--- src/rtl/core_pkg.sv ---
`default_nettype none
// +----------------------------------------------------------------------+
// | Package : core_pkg                                                   |
// | Shared helpers for the tournament branch predictor: the reset value  |
// | of a weakly-not-taken saturating counter and PC index extraction.    |
// | Revision: 1.0                                                        |
// +----------------------------------------------------------------------+
package core_pkg;

  // Weakly-not-taken / weakly-local value: 2^(ctr_w-1)-1
  function automatic int unsigned ctr_reset_weak_nt(input int unsigned ctr_w);
    return (32'd1 << (ctr_w - 32'd1)) - 32'd1;
  endfunction

  // Word-aligned table index: pc[idx_w+1:2], returned zero-extended
  function automatic logic [31:0] pc_index(input logic [31:0] pc, input int unsigned idx_w);
    return (pc >> 2) & ((32'd1 << idx_w) - 32'd1);
  endfunction

endpackage
`default_nettype wire

--- src/rtl/sat_ctr_table.sv ---
`default_nettype none
// +----------------------------------------------------------------------+
// | Module  : sat_ctr_table                                              |
// | 2^IDX_W x CTR_W saturating counter array. One combinational read     |
// | port (MSB only), one inc/dec write port whose pre-update MSB is also |
// | exposed, synchronous reset of every entry to RESET_VAL.              |
// | Revision: 1.0                                                        |
// +----------------------------------------------------------------------+
module sat_ctr_table #(
  parameter int IDX_W = 8,
  parameter int CTR_W = 2,
  parameter logic [CTR_W-1:0] RESET_VAL = '0
) (
  input  logic             clk,
  input  logic             rst,
  input  logic [IDX_W-1:0] rd_idx,
  output logic             rd_msb,
  input  logic [IDX_W-1:0] wr_idx,
  input  logic             wr_en,
  input  logic             wr_inc,
  output logic             wr_msb
);

  localparam int ENTRIES = 1 << IDX_W;
  localparam logic [CTR_W-1:0] CTR_MAX = '1;

  logic [CTR_W-1:0] r_ctr [ENTRIES];
  logic [CTR_W-1:0] w_old;
  logic [CTR_W-1:0] w_next;

  assign rd_msb = r_ctr[rd_idx][CTR_W-1];
  assign w_old  = r_ctr[wr_idx];
  assign wr_msb = w_old[CTR_W-1];

  // Saturating step toward taken (inc) or not-taken (dec)
  always_comb begin
    w_next = w_old;
    if (wr_inc) begin
      if (w_old != CTR_MAX) w_next = w_old + CTR_W'(1);
    end else begin
      if (w_old != '0) w_next = w_old - CTR_W'(1);
    end
  end

  // Table storage: reset all entries, otherwise write back the stepped counter
  always_ff @(posedge clk) begin
    if (rst) begin
      for (int i = 0; i < ENTRIES; i++) r_ctr[i] <= RESET_VAL;
    end else if (wr_en) begin
      r_ctr[wr_idx] <= w_next;
    end
  end

endmodule
`default_nettype wire

--- src/rtl/branch_predict_tournament.sv ---
`default_nettype none
// +----------------------------------------------------------------------+
// | Module  : branch_predict_tournament                                  |
// | Tournament predictor: bimodal local PHT, gshare global PHT and a     |
// | chooser. Predicts in D, trains in M with the carried gshare index.   |
// | Holds the committed-only GHR and saturating performance counters.    |
// | Revision: 1.0                                                        |
// +----------------------------------------------------------------------+
module branch_predict_tournament
  import core_pkg::*;
#(
  parameter int IDX_W  = 8,
  parameter int GHR_W  = 8,
  parameter int CTR_W  = 2,
  parameter int STAT_W = 32
) (
  input  logic              clk,
  input  logic              rst,
  input  logic              branchD,
  input  logic [31:0]       pcD,
  output logic              pred_takeD,
  output logic [IDX_W-1:0]  pred_idxD,
  input  logic              commitM,
  input  logic [31:0]       pcM,
  input  logic [IDX_W-1:0]  pred_idxM,
  input  logic              pred_takeM,
  input  logic              actual_takeM,
  output logic [STAT_W-1:0] branch_cnt,
  output logic [STAT_W-1:0] mispred_cnt
);

  localparam logic [CTR_W-1:0]  CTR_RESET_WEAK_NT = CTR_W'(ctr_reset_weak_nt(CTR_W));
  localparam logic [STAT_W-1:0] STAT_MAX          = '1;

  logic [GHR_W-1:0]  r_ghr;
  logic [GHR_W-1:0]  w_ghr_next;
  logic [STAT_W-1:0] r_branch_cnt;
  logic [STAT_W-1:0] r_mispred_cnt;

  logic [IDX_W-1:0]  w_lidx_d;
  logic [IDX_W-1:0]  w_gidx_d;
  logic [IDX_W-1:0]  w_lidx_m;
  logic              w_loc_d_msb;
  logic              w_glob_d_msb;
  logic              w_cho_d_msb;
  logic              w_loc_m_msb;
  logic              w_glob_m_msb;
  logic              w_cho_m_msb_unused;
  logic              w_lp_ok;
  logic              w_gp_ok;

  assign w_lidx_d = IDX_W'(pc_index(pcD, IDX_W));
  assign w_lidx_m = IDX_W'(pc_index(pcM, IDX_W));
  assign w_gidx_d = w_lidx_d ^ IDX_W'(r_ghr);

  assign pred_idxD  = w_gidx_d;
  assign pred_takeD = branchD & (w_cho_d_msb ? w_glob_d_msb : w_loc_d_msb);

  // Chooser only moves when exactly one component was right (pre-update view)
  assign w_lp_ok = (w_loc_m_msb  == actual_takeM);
  assign w_gp_ok = (w_glob_m_msb == actual_takeM);

  sat_ctr_table #(.IDX_W(IDX_W), .CTR_W(CTR_W), .RESET_VAL(CTR_RESET_WEAK_NT)) u_local (
    .clk    (clk),
    .rst    (rst),
    .rd_idx (w_lidx_d),
    .rd_msb (w_loc_d_msb),
    .wr_idx (w_lidx_m),
    .wr_en  (commitM),
    .wr_inc (actual_takeM),
    .wr_msb (w_loc_m_msb)
  );

  sat_ctr_table #(.IDX_W(IDX_W), .CTR_W(CTR_W), .RESET_VAL(CTR_RESET_WEAK_NT)) u_global (
    .clk    (clk),
    .rst    (rst),
    .rd_idx (w_gidx_d),
    .rd_msb (w_glob_d_msb),
    .wr_idx (pred_idxM),
    .wr_en  (commitM),
    .wr_inc (actual_takeM),
    .wr_msb (w_glob_m_msb)
  );

  sat_ctr_table #(.IDX_W(IDX_W), .CTR_W(CTR_W), .RESET_VAL(CTR_RESET_WEAK_NT)) u_chooser (
    .clk    (clk),
    .rst    (rst),
    .rd_idx (w_lidx_d),
    .rd_msb (w_cho_d_msb),
    .wr_idx (w_lidx_m),
    .wr_en  (commitM & (w_lp_ok ^ w_gp_ok)),
    .wr_inc (w_gp_ok),
    .wr_msb (w_cho_m_msb_unused)
  );

  generate
    if (GHR_W == 1) begin : g_ghr_single
      assign w_ghr_next = actual_takeM;
    end else begin : g_ghr_shift
      assign w_ghr_next = {r_ghr[GHR_W-2:0], actual_takeM};
    end
  endgenerate

  // Committed-only global history
  always_ff @(posedge clk) begin
    if (rst)          r_ghr <= '0;
    else if (commitM) r_ghr <= w_ghr_next;
  end

  // Saturating branch / mispredict counters
  always_ff @(posedge clk) begin
    if (rst) begin
      r_branch_cnt  <= '0;
      r_mispred_cnt <= '0;
    end else if (commitM) begin
      if (r_branch_cnt != STAT_MAX) r_branch_cnt <= r_branch_cnt + STAT_W'(1);
      if ((pred_takeM != actual_takeM) && (r_mispred_cnt != STAT_MAX))
        r_mispred_cnt <= r_mispred_cnt + STAT_W'(1);
    end
  end

  assign branch_cnt  = r_branch_cnt;
  assign mispred_cnt = r_mispred_cnt;

endmodule
`default_nettype wire
--- config.mk ---
export PLATFORM = sky130hd
export DESIGN_NAME = branch_predict_tournament
export DESIGN_NICKNAME = d
export VERILOG_FILES = /design/src/rtl/core_pkg.sv /design/src/rtl/sat_ctr_table.sv /design/src/rtl/branch_predict_tournament.sv
export SDC_FILE = /design/constraint.sdc
export NUM_CORES = 2
export LEC_CHECK = 0
export ABC_AREA = 1
export BUFFER_PORTS_ARGS = -buffer_cell sky130_fd_sc_hd__buf_4
export CORE_AREA = 2 2 429 431
export CTS_CLUSTER_SIZE = 12
export DETAILED_ROUTE_END_ITERATION = 6
export DIE_AREA = 0 0 431 433
export PLACE_DENSITY = 0.66
export SLEW_MARGIN = 20
export SYNTH_ARGS = -nofsm -noshare
export SYNTH_HDL_FRONTEND = slang
export SYNTH_SLANG_ARGS = --single-unit
--- constraint.sdc ---
create_clock -name clk -period 3.3 [get_ports clk]
set_input_delay 0.165 -clock clk [delete_from_list [all_inputs] [get_ports clk]]
set_output_delay 0.165 -clock clk [all_outputs]
set_load 0.05 [all_outputs]
==> results.tsv <==
metric	value	unit
via_per_inst	6.19	
fillerInstances	15800	
io_pins	151	
required	3.13	ns
seqCellArea	47600	µm²
gp_congestion	0.988	
holdPathEnd	u_global.r_ctr[238][0]	
worstHoldStart	pred_idxM[3]	
overflow	0	
ys_warn_count	0	
r2r-end	u_chooser.r_ctr[235][1]	
r2r_cells	13	
fin_ws	-0.0579	ns
crit_fanout	2	
peakVddDrop	0.508	mV
violations	design-rule violations, negative setup slack	
multi_input_area	36000	µm²
slew_headroom	40.8	%
die-area	187000	µm²
fin_util	58.2	%
die_w	431	µm
arrival	3.19	ns
clock-sinks	1608	
synth_edf_count	1536	
worst-setup-path-type	flop to output port	
final_common_cell	nand2_1	
syn_inst	11500	
powerDensity	498	nW/µm²
start_util	49.7	%
final_cell_mix	nand2_1 (3515), nand3_1 (1670), nor2_1 (1597)	
period_share	102	%
insertion_delay	0.88	ns
dr.pass1.iters	7	
setup_viol	1	
grt_max_degree	92	
synth_ff_type	edfxtp_1	
hold_class	input port to flop	
dp_hpwl	221000	µm
worstSetupEndpointType	output port	
track_usage	36.3	%
outcome	finished with violations	
finalHoldViolCount	0	
placedInstanceArea	99100	µm²
cts_tree	done	
cts_buffers	178	
ys_ff_latch	1608	
drive_gt1_share	11.0	%
max-cap-violations	0	
clk_pin_slew	0.07	ns
htreeDepth	4	
fin_nets	11800	
clock-root-buffer	clkbuf_16	
async_reset_ff_share	0	%
area_growth	16.9	%
syn_nets	11600	
grt_pass1_wl	511000	µm
rsz0062_at_grt	true	
rows	157	
r2r-start	u_chooser.r_ctr[162][0]	
postRouteAntennaNets	0	
grt_pass1_vias	83700	
routed_wl	348000	µm
hold_depth	7	
die_height	433	µm
synth_area_per_cell	7.87	µm²
core-area	182000	µm²
synth-seq-area-share	52.5	%
drt_iter0_drc	14200	
avgRoutedWirePerCell	24.5	µm
rrSetupSlack	0.09	ns
fmax	0.298	GHz
start_kind	flop	
synth_cell_types	39	
port_buffers	102	
fin_crit	3.36	ns
synthesis.area	90600	µm²
grt_antenna_before_repair	15	
finalMaxSlewViolations	0	
design_area	106000	µm²
worst_pin_slew	0.886	ns
vias	88000	
p_leak	38.5	nW
cts_max_path_buffers	3	
clock_skew	0.0400	ns
drc	2	
## worst max path at each step
stage                                startpoint  cells after the start                      end  slack, ns
after floorplan                          pcD[3]                     15               pred_takeD       0.59
after global placement                   pcM[3]                     20  u_chooser.r_ctr[201][1]      -0.43
after detailed placement                 pcM[3]                     21  u_chooser.r_ctr[167][1]      -0.39
after CTS                              r_ghr[0]                     17               pred_takeD      0.003
after global routing                   r_ghr[0]                     17               pred_takeD      -0.09
final                     u_local.r_ctr[169][1]                     13               pred_takeD      -0.06
## Yosys cell counts (75+ instances only)
master / instances / area share (%)
a22oi_1: 296 / 2.5
buf_2: 372 / 2.1
edfxtp_1: 1536 / 51
a21oi_1: 328 / 1.8
o211ai_1: 107 / 0.89
nand4_1: 116 / 0.80
nor2_1: 1610 / 6.7
clkbuf_1: 403 / 1.7
nand2_1: 3537 / 15
o21ai_0: 186 / 1.0
nand3_1: 1725 / 9.5
buf_1: 75 / 0.31
inv_1: 889 / 3.7
## logic make-up after synthesis
logic type / after synthesis / share of synthesized area (%)
compound gates: 978 / 6.64
xor+xnor: 16 / 0.155
fa+ha+maj: 2 / 0.0276
buf+inv: 1834 / 8.42
flops: 1608 / 52.5
simple gates: 7080 / 32.3
## where the power goes
| group | switching, mW | internal [mW] | leakage [nW] |
|---|---|---|---|
| Sequential | 0.221 | 22.7 | 14.0 |
| Clock | 8.70 | 10.7 | 2.69 |
| Combinational | 7.15 | 3.24 | 21.8 |
## final cells by class
type / count / area share [%]
Multi-Input combinational cell: 8076 / 34.0
Tap cell: 2385 / 2.82
Antenna cell: 16 / 0.0378
Sequential cell: 1608 / 44.9
Inverter: 923 / 3.31
Clock inverter: 99 / 0.803
Timing Repair Buffer: 884 / 9.71
Clock buffer: 219 / 4.39
## per-stage QoR
stage / std cells / setup TNS [ns] / power (mW) / hold slack, ns / worst slack (ns)
after floorplan: 11500 / 0 / 28.2 / 0.337 / 0.593
after global placement: 13800 / -455.09 / 32.8 / 0.479 / -0.427
after detailed placement: 13800 / -387.74 / 32.9 / 0.488 / -0.386
after CTS: 14200 / 0 / 52.2 / 0.104 / 0.00313
after global routing: 14200 / -0.0911 / 53.8 / 0.183 / -0.0911
final: 14200 / -0.0579 / 52.7 / 0.173 / -0.0579
## per-layer routing
metal  vias to the layer above  track usage, %  share of wire, %
met4                        12            18.7               5.8
li1                      38500               -                 -
met2                      6895            55.0                43
met1                     41200            47.3                36
met5                         -               0             0.020
met3                      1338            10.5                15
## critical path: stages (launching register included)
cell,delay [ns]
edfxtp_1,0.43
nand2_1,0.07
nand3_1,0.09
nand3_1,0.08
nand3_1,0.10
nand3_1,0.24
nand3_1,0.23
nand3_1,0.16
nand3_1,0.15
nand2_1,0.22
a21boi_1,0.24
nand2_2,0.12
inv_2,0.08
buf_8,0.14
## sequential cells by signal, indices dropped and copies added, names as in the netlist
register	count
u_local.r_ctr	512
branch_cnt	32
u_chooser.r_ctr	512
mispred_cnt	32
r_ghr	8
u_global.r_ctr	512
## timing repair
action / CTS / global route
pin swaps: 29 / 42
cloned: 11 / 6
hold buffers: 4 / 0
resized for setup: 68 / 59
endpoints found under the hold margin: 37 / 0
endpoints found under the setup margin: 1 / 1509
setup buffers: 15 / 12
No activity file was read; power rests on OpenSTA's default activity.
